$ cat src/rtl/serial_adder.sv
// Bit-serial adder: one full-adder cell plus carry flop, LSB first.
// Result and carry-out are registered and flagged by a one-cycle done pulse.
module serial_adder #(
   parameter int WIDTH = 8
) (
   input  logic             clk,
   input  logic             rst_n,
   input  logic             start,
   input  logic [WIDTH-1:0] a,
   input  logic [WIDTH-1:0] b,
   input  logic             cin,
   output logic             busy,
   output logic             done,
   output logic [WIDTH-1:0] sum,
   output logic             cout
);

   localparam int CW = (WIDTH > 1) ? $clog2(WIDTH) : 1;
   localparam logic [CW-1:0] LAST = CW'(WIDTH - 1);

   localparam logic [1:0] S_IDLE = 2'd0;
   localparam logic [1:0] S_RUN  = 2'd1;
   localparam logic [1:0] S_DONE = 2'd2;

   logic [1:0]       state_q, state_d;
   logic [WIDTH-1:0] a_sr_q, a_sr_d;
   logic [WIDTH-1:0] b_sr_q, b_sr_d;
   logic [WIDTH-1:0] s_sr_q, s_sr_d;
   logic             carry_q, carry_d;
   logic [CW-1:0]    cnt_q, cnt_d;
   logic [WIDTH-1:0] sum_q, sum_d;
   logic             cout_q, cout_d;

   logic             s_bit;
   logic             c_nxt;
   logic [WIDTH-1:0] s_shift;

   // Single full-adder cell working on the current LSBs
   always_comb begin
      s_bit   = a_sr_q[0] ^ b_sr_q[0] ^ carry_q;
      c_nxt   = (a_sr_q[0] & b_sr_q[0]) |
                (carry_q & (a_sr_q[0] ^ b_sr_q[0]));
      s_shift = {s_bit, s_sr_q[WIDTH-1:1]};
   end

   // Next-state: load on accepted start, shift per bit, publish on last bit
   always_comb begin
      state_d = state_q;
      a_sr_d  = a_sr_q;
      b_sr_d  = b_sr_q;
      s_sr_d  = s_sr_q;
      carry_d = carry_q;
      cnt_d   = cnt_q;
      sum_d   = sum_q;
      cout_d  = cout_q;
      unique case (state_q)
         S_IDLE: begin
            if (start) begin
               state_d = S_RUN;
               a_sr_d  = a;
               b_sr_d  = b;
               s_sr_d  = '0;
               carry_d = cin;
               cnt_d   = '0;
            end
         end
         S_RUN: begin
            a_sr_d  = a_sr_q >> 1;
            b_sr_d  = b_sr_q >> 1;
            s_sr_d  = s_shift;
            carry_d = c_nxt;
            cnt_d   = cnt_q + 1'b1;
            if (cnt_q == LAST) begin
               state_d = S_DONE;
               cnt_d   = '0;
               sum_d   = s_shift;
               cout_d  = c_nxt;
            end
         end
         S_DONE: state_d = S_IDLE;
         default: state_d = S_IDLE;
      endcase
   end

   // State registers, cleared asynchronously so an abort drops everything
   always_ff @(posedge clk or negedge rst_n) begin
      if (!rst_n) begin
         state_q <= S_IDLE;
         a_sr_q  <= '0;
         b_sr_q  <= '0;
         s_sr_q  <= '0;
         carry_q <= 1'b0;
         cnt_q   <= '0;
         sum_q   <= '0;
         cout_q  <= 1'b0;
      end else begin
         state_q <= state_d;
         a_sr_q  <= a_sr_d;
         b_sr_q  <= b_sr_d;
         s_sr_q  <= s_sr_d;
         carry_q <= carry_d;
         cnt_q   <= cnt_d;
         sum_q   <= sum_d;
         cout_q  <= cout_d;
      end
   end

   assign busy = (state_q == S_RUN) || (state_q == S_DONE);
   assign done = (state_q == S_DONE);
   assign sum  = sum_q;
   assign cout = cout_q;

endmodule

$ cat config.mk
export PLATFORM = sky130hd
export DESIGN_NAME = serial_adder
export DESIGN_NICKNAME = d
export VERILOG_FILES = /design/src/rtl/serial_adder.sv
export SDC_FILE = /design/constraint.sdc
export NUM_CORES = 1
export LEC_CHECK = 0
export CORE_MARGIN = 10
export CORE_UTILIZATION = 48
export DETAILED_ROUTE_END_ITERATION = 7
export GPL_TIMING_DRIVEN = 0
export PLACE_DENSITY = 0.73
export REMOVE_ABC_BUFFERS = 1
export SYNTH_ARGS = -nofsm -noshare
export SYNTH_HDL_FRONTEND = slang
export SYNTH_SLANG_ARGS = --single-unit
$ cat constraint.sdc
create_clock -name clk -period 1.8 [get_ports clk]
set_clock_uncertainty 0.15 [all_clocks]
set_input_delay 0.36 -clock clk [delete_from_list [all_inputs] [get_ports clk]]
set_output_delay 0.36 -clock clk [all_outputs]
set_load 0.05 [all_outputs]
==> flow_summary.yaml, run 1 <==
outcome:
  status: "finished, final reports clean"
floorplan:
  std_cell_rows: 22
  num_io_pins: 31
  coreArea_um2: 3660
  die_w_um: 81.7
  die_y_um: 81.7
  initial_core_util_pct: 49.9
  die_area_um2: 6670
logic_synthesis:
  muxShareOfSynthArea_pct: 6.16
  synth_edf_count: 0
  netlist_area_um2: 1830
  synth_largest_area_cell: "dfrtp_1"
  postSynthAreaPerCell_um2: 11.7
  syn_inst: 156
  yosysSeqAreaShare_pct: 52.1
  synth-adder-area-share_pct: 5.21
  synth_xor_xnor_area_share_pct: 0
  synthMostInstantiatedCell: "dfrtp_1"
  yosysUniqueCellTypes: 34
  synth_compound_area_share_pct: 21.0
  synth_top_family_by_area: "compound AO/OA/AOI/OAI gates"
  synth-async-reset-ratio_pct: 100
  synth-simple-area-share_pct: 10.3
  ys_ff_latch: 38
  synth.area.top_cells: "dfrtp_1 52%, mux2_1 6.2%, a22o_1 5.3%, ha_1 4.1%, o22ai_1 4.1%"
  synth_warnings: 0
  synth_top_area_share_pct: 52.1
  synth_common_cells: "38 x dfrtp_1, 15 x nor2_1, 12 x o22ai_1, 11 x a22o_1"
  synth_ff_type: "dfrtp_1"
clocking:
  clk-insertion-delay-late_ns: 0.29
  cts_buffers: 5
  tritoncts: "done"
  root_buffer: "clkbuf_8"
  ctsLongestPathBuffers: 2
  clock_sinks: 38
  htreeDepth: 2
  path_clk_slew_ns: 0.08
grt:
  grt_start_max_net_pins: 39
  grt.total_usage_pct: 12.6
  antenna_found_initial: 0
  grt_pass1_vias: 1355
  overflow: 0
  grt_pass1_wl_um: 6620
final_layout:
  multi_input_area_um2: 837
  finalNonFillerCells: 239
  nets: 217
  design_area_um2: 2310
  fillerInstances: 317
  antenna_cells: 0
  synthToLayoutAreaGrowth_pct: 26.6
  post-route-util_pct: 63.2
  drive_above_1_share_pct: 20.4
  seqCellArea_um2: 951
hold_path:
  min_path_type: "input pin to asynchronous set/reset pin"
routing:
  route.antenna.remaining_nets: 0
  post-route-drc-count: 0
  routed-via-count: 1337
  detail_route.wl_per_cell_um: 16.5
  viasPerCell: 5.59
  drt-initial-drc-count: 58
  routed_wl_um: 3950
  drt_pass1_iterations: 4
placed_design:
  gp_congestion: 0.749
  placed_area_um2: 2100
  placed_cells_incl_taps: 223
  pre_cts_slack_ns: -1.08
  io_buffers: 30
  dp_hpwl_um: 2610
critical_path:
  required_ns: 1.29
  critical_path_class: "flop to output pin"
  cp_max_fo: 3
  start_kind: "flop"
  cp-end-kind: "output pin"
  crit_arrival_ns: 1.24
pwr:
  vdd_drop_max_mv: 0.764
  p_per_area_nw_per_um2: 1640
  p_leak_uw: 0.00101
sta:
  period_share_pct: 97.0
  hold-worst-slack_ns: 0.0162
  setup_slack_ns: 0.0538
  rsz0062_at_grt: "no"
  min_period_ns: 1.75
  hold_violations: 0
  setup_violations: 0
  max_freq_mhz: 573
  maxSlewViolCount: 0
  worst_pin_slew_ns: 0.821
  slew_headroom_pct: 45.3
flow_run:
  cap_violations: 0
==> worst paths after layout <==
path                       cells past startpoint                     to                   start  slack [ns]
min in group clk                               1     sum[3]$_DFFE_PN0P_      sum[3]$_DFFE_PN0P_        0.33
setup / recovery                               3                   done  state_q[0]$_DFFE_PN0P_        0.05
hold reg to reg                                1     sum[3]$_DFFE_PN0P_      sum[3]$_DFFE_PN0P_        0.33
max in group asynchronous                      1       cout$_DFFE_PN0P_                   rst_n        0.97
hold / removal                                 1  a_sr_q[0]$_DFFE_PN0P_                   rst_n        0.02
setup reg to reg                               6  b_sr_q[0]$_DFFE_PN0P_  state_q[0]$_DFFE_PN0P_        0.06
==> placed cells by master (no fill, tap or decap), types with 2 or more instances in the layout <==
master / count
a211oi_1: 3
a211oi_2: 6
a221oi_2: 2
a22o_1: 11
buf_2: 2
buf_4: 6
buf_6: 2
clkbuf_8: 6
clkdlybuf4s50_1: 18
dfrtp_1: 38
dlygate4sd2_1: 9
ha_1: 4
ha_4: 2
inv_1: 2
inv_2: 2
mux2_1: 10
nand2_2: 2
nand3_1: 3
nor2_1: 15
nor3_1: 10
o21ai_1: 4
o221a_2: 2
o22a_1: 2
o22ai_1: 12
or3_1: 2
==> area by class of cell <==
cell class	count	area share, %
well taps	48	2.60
flip-flops and latches	38	41.1
clock buffers	7	3.73
repair buffers	38	15.2
clock inverters	1	0.216
multi-input cells	102	36.2
inverters	5	0.920
==> metrics by stage <==
stage	setup TNS (ns)	power, µW
3_5_place_dp	-25.67	2900
3_3_place_gp	-47.11	2820
4_1_cts	-0.0232	3710
2_1_floorplan	-10.49	2490
5_1_grt	0	4070
6_report	0	3790
==> report_power, final <==
part	internal, µW	leakage, µW	switching, µW
sequential	1130	0.000465	213
combinational	826	0.000501	1020
clock	309	0.0000482	287
total	2270	0.00101	1520
==> kinds of logic (layout without fill, tap and decap cells) <==
group | count (synthesis) | in the layout
flip-flops | 38 | 38
AND/OR/NAND/NOR | 39 | 39
multiplexers | 10 | 10
AO/OA/AOI/OAI | 46 | 46
buffers and inverters | 16 | 51
adder cells (fa/ha/maj) | 7 | 7
==> flip-flops by register name, indices dropped and copies added (netlist names) <==
| signal | cells |
|---|---|
| cout | 1 |
| s_sr_q | 7 |
| b_sr_q | 8 |
| a_sr_q | 8 |
| carry_q | 1 |
| cnt_q | 3 |
| sum | 8 |
| state_q | 2 |
==> timing repair <==
action	4_1_cts	5_1_grt
gates resized for setup	30	8
endpoints found under the hold margin	0	0
hold buffers	0	0
setup buffers	8	0
pin swaps	2	0
setup endpoints to repair	40	21
==> layer usage <==
| layer | wire [µm] | global-route usage (%) |
|---|---|---|
| met3 | 235 | 4.69 |
| met4 | 31 | 3.06 |
| met2 | 1850 | 20.5 |
| met1 | 1830 | 15.7 |
| met5 | 0 | 0 |
==> worst max-delay path, cell delays in order, from the launching register on <==
cell	delay [ns]
dfrtp_1	0.44
inv_2	0.11
ha_1	0.14
buf_2	0.25
Note: power is estimated with default switching activity, not from simulation.
==> inputs of run 2 (changes only) <==
==> constraint.sdc (replaced) <==
create_clock -name clk -period 1.8 [get_ports clk]
set_clock_uncertainty 0.15 [all_clocks]
set_input_delay 0.18 -clock clk [delete_from_list [all_inputs] [get_ports clk]]
set_output_delay 0.18 -clock clk [all_outputs]
set_load 0.05 [all_outputs]
==> run 2 against run 1 <==
Cell area up 1.8%; flip-flop and latch count unchanged; register-to-register slack better by 0.03 ns; maximum frequency down 0.63%; worst hold slack better by 0.32 ns; via count up 0.60%; largest cell class unchanged.
==> flow_summary.yaml, run 2 (synthesis gave the netlist of run 1 again) <==
final_layout:
  fillerInstances: 315
  finalNonFillerCells: 241
  multi_input_area_um2: 825
  final_common_cell: "dfrtp_1"
  seqCellArea_um2: 951
  nets: 219
  synthToLayoutAreaGrowth_pct: 28.8
  final_cell_mix: "38 x dfrtp_1, 21 x clkdlybuf4s50_1, 15 x nor2_1"
  drive_above_1_share_pct: 20.2
  antenna_cells: 0
floorplan:
  die_y_um: 81.7
  num_io_pins: 31
  std_cell_rows: 22
  coreArea_um2: 3660
  die_area_um2: 6670
  die_w_um: 81.7
  initial_core_util_pct: 49.9
clocking:
  path_clk_slew_ns: 0.07
  clock_sinks: 38
  tritoncts: "done"
  ctsLongestPathBuffers: 2
  clk-insertion-delay-late_ns: 0.29
  htreeDepth: 2
  cts_buffers: 5
  root_buffer: "clkbuf_8"
placed_design:
  pre_cts_slack_ns: -1.08
  dp_hpwl_um: 2610
  placed_cells_incl_taps: 223
  gp_congestion: 0.749
  io_buffers: 30
sta:
  hold_violations: 0
  rsz0062_at_grt: "yes"
  maxSlewViolCount: 0
  worst_pin_slew_ns: 0.811
  max_freq_mhz: 569
  min_period_ns: 1.76
  period_share_pct: 97.6
  hold-worst-slack_ns: 0.338
  fin_tns_setup_ns: 0
  slew_headroom_pct: 45.9
  setup_violations: 0
  setup_slack_ns: 0.0428
routing:
  detail_route.wl_per_cell_um: 16.5
  route.antenna.remaining_nets: 0
  post-route-drc-count: 0
  drt-initial-drc-count: 62
  drt_pass1_iterations: 4
  viasPerCell: 5.58
  routed_wl_um: 3990
  routed-via-count: 1345
pwr:
  p_per_area_nw_per_um2: 1610
  vdd_drop_max_mv: 0.956
  p_leak_uw: 0.00105
grt:
  grt_pass1_wl_um: 6660
  grt.total_usage_pct: 12.7
  overflow: 0
  grt_pass1_vias: 1360
  grt_start_max_net_pins: 39
  antenna_found_initial: 0
critical_path:
  path_delay_family: "buffers and inverters"
  required_ns: 1.47
  critical_path_class: "flop to output pin"
  crit_arrival_ns: 1.43
  max_stage_delay_ns: 0.80
  start_kind: "flop"
  cp.buffers_inverters: 1
  cp-end-kind: "output pin"
  cp_max_fo: 2
  slowest_stage: "clkdlybuf4s50_1"
  path_cells: "clkdlybuf4s50_1"
hold_path:
  min_path_type: "flop to flop"
flow_run:
  cap_violations: 0
outcome:
  status: "finished, final reports clean"
==> run 2: cell count changes in the layout (fill, tap and decap cells not counted), sizes merged <==
cell and change:
clkdlybuf4s15 +2, dlymetal6s2s +5, clkdlybuf4s50 +3, dlygate4sd2 -8, buf -1, dlygate4sd3 +1
==> run 2: worst paths after layout <==
path	start	endpoint	slack (ns)	cells after the start
setup / recovery	sum[3]$_DFFE_PN0P_	sum[3]	0.04	1
hold / removal	sum[3]$_DFFE_PN0P_	sum[3]$_DFFE_PN0P_	0.34	1
setup reg to reg	cnt_q[0]$_DFFE_PN0P_	sum[7]$_DFFE_PN0P_	0.09	4
hold reg to reg	sum[3]$_DFFE_PN0P_	sum[3]$_DFFE_PN0P_	0.34	1
max in group asynchronous	rst_n	cout$_DFFE_PN0P_	0.62	2
min in group asynchronous	rst_n	sum[0]$_DFFE_PN0P_	0.37	2
==> run 2: through the flow <==
step	power (µW)	util (%)	cell area, µm²
floorplan	2490	-	1750
global placement	2820	57.6	2110
detailed placement	2900	57.5	2100
CTS	3750	63.4	2320
global route	4060	64.3	2350
finish	3780	64.3	2350
==> run 2: area by class of cell <==
class / count / share of cell area [%]
Clock buffer: 7 / 3.67
Clock inverter: 1 / 0.213
Inverter: 5 / 1.01
Multi-Input combinational cell: 102 / 35.0
Sequential cell: 38 / 40.4
Tap cell: 48 / 2.55
Timing Repair Buffer: 40 / 17.1
==> run 2: timing repair <==
action,4_1_cts,5_1_grt
endpoints found under the hold margin,38,0
endpoints found under the setup margin,32,25
setup buffers,8,1
gates resized for setup,16,9
hold buffers,1,0
pin swaps,2,0
==> run 2: layer usage <==
layer  global-route usage [%]  wire length, µm  vias to the layer above
li1                         -                -                      651
met1                     16.2             1890                      654
met2                     20.1             1830                       33
met3                     4.37              211                        7
met4                     3.74               59                        0
met5                        0                0                        -
==> run 2: worst reg2reg max path, stage by stage, from the launching register on <==
cell and delay [ns]:
dfrtp_1 0.41, ha_1 0.22, ha_1 0.24, nand2_2 0.21
mux2_1 0.36
==> run 2: power by group <==
part / switching [µW] / internal [µW] / total (µW)
clock network: 290 / 309 / 599
registers: 202 / 1130 / 1330
logic: 1010 / 833 / 1850
==> RTL change, RTL diff (settings of run 1) <==
Make the reset (`rst_n`) synchronous in one clocked block. Comments in the files are not updated.
--- a/src/rtl/serial_adder.sv
+++ b/src/rtl/serial_adder.sv
@@ -84,5 +84,5 @@
 
    // State registers, cleared asynchronously so an abort drops everything
-   always_ff @(posedge clk or negedge rst_n) begin
+   always_ff @(posedge clk) begin
       if (!rst_n) begin
          state_q <= S_IDLE;
Behaviour: differs if rst_n is asserted again (counterexample within 4 cycles, from zero or initial values and one cycle with rst_n low); with rst_n held inactive, the same outputs for 10 cycles.
==> RTL change against run 1 <==
Worst setup slack gained 4.1 ps; global-route usage decreased by 1.1 points; sequential cell count stayed put; critical path depth is the same; final area is 5.4% lower; highest routed layer unchanged; sequential share of layout area fell by 6.1 points; area after synthesis is 4.4% lower; routed wire length fell by 7.0%; final cell count rose by 5.0%.
Power is not compared: it rests on default switching activity, and its combinational part moved more than twofold at a synthesized area within 25%.
==> RTL change: results (changes against run 1) <==
Synth
  • Fraction of the mapped netlist area in compound gates: 0.201 (-0.00902)
  • Synthesized area per cell: 9.98 sq um (-15%)
  • Area share of fa/ha/maj cells after synthesis: 0.0544 (+0.00239)
  • Mux share of post-synthesis cell area: 0.104 (+0.0422)

Critical path
  • Critical Path Slowest Stage Cell: sky130_fd_sc_hd__dfxtp_2

Clock tree
  • Clock root buffer: sky130_fd_sc_hd__clkbuf_4
  • Worst skew pair latency: 340 ps (+50 ps)
  • Number of post-CTS setup repair buffers: 3 (-5)
  • Reg clk slew, reported paths: 110 ps (+30 ps)

Placed design
  • Area after detailed placement: 2010 sq um (-4.3%)
  • Placed cell count: 237 (+6.3%)
  • Routability congestion estimate: 0.729 (-2.6%)
  • Placement-stage worst setup slack: -747 ps (+331 ps)
  • Placed wire-length estimate after detailed placement: 2.29 mm (-12%)

Status
  • Result of the run: completed

Detailed routing
  • Count of routing violations after the opening detailed-route iteration: 61 (+5.2%)
  • Routed wire length: 3.67 mm (-7.0%)
  • Routed len/inst: 14.6 microns (-11%)
  • Metal2 WL: 1.80 mm (-2.6%)

Global route
  • Gr usage total: 0.116 (-0.0105)
  • Wire length of the first global-routing pass: 6.00 mm (-9.3%)
  • Vias in the first global route: 1384 (+2.1%)
  • GR Util met2: 0.210 (+0.00569)
  • Fraction of met3 tracks used by global routing: 0.0523 (+0.00540)

STA
  • Worst slew margin: 0.265 (-0.188)

Pwr
  • Power consumption: 1.95 mW
RTL change: cell count changes after synthesis, moves of 13 or more:
cell                             run 1  this run
sky130_fd_sc_hd__nor2_1             15         2
sky130_fd_sc_hd__nand2_1             2        28
sky130_fd_sc_hd__dfrtp_1            38         0
sky130_fd_sc_hd__o211a_1             0        15
sky130_fd_sc_hd__mux2i_1             0        17
sky130_fd_sc_hd__dfxtp_1             0        38
RTL change: final timing paths:
check        startpoint  endpoint  slack [ps]  depth (start not counted)
max          state_q[1]      busy          60                          3
max reg2reg  state_q[1]  cnt_q[0]          90                          5
min reg2reg      sum[4]    sum[4]         320                          2
min              sum[4]    sum[4]         320                          2
RTL change: cell type report:
class	count	area, sq um
multi-input combinational	122	945
clock inverter	2	12.5
clock buffer	6	51.3
inverter	2	7.51
timing repair buffer	35	349
fill	301	1230
tap	46	57.6
sequential	38	766
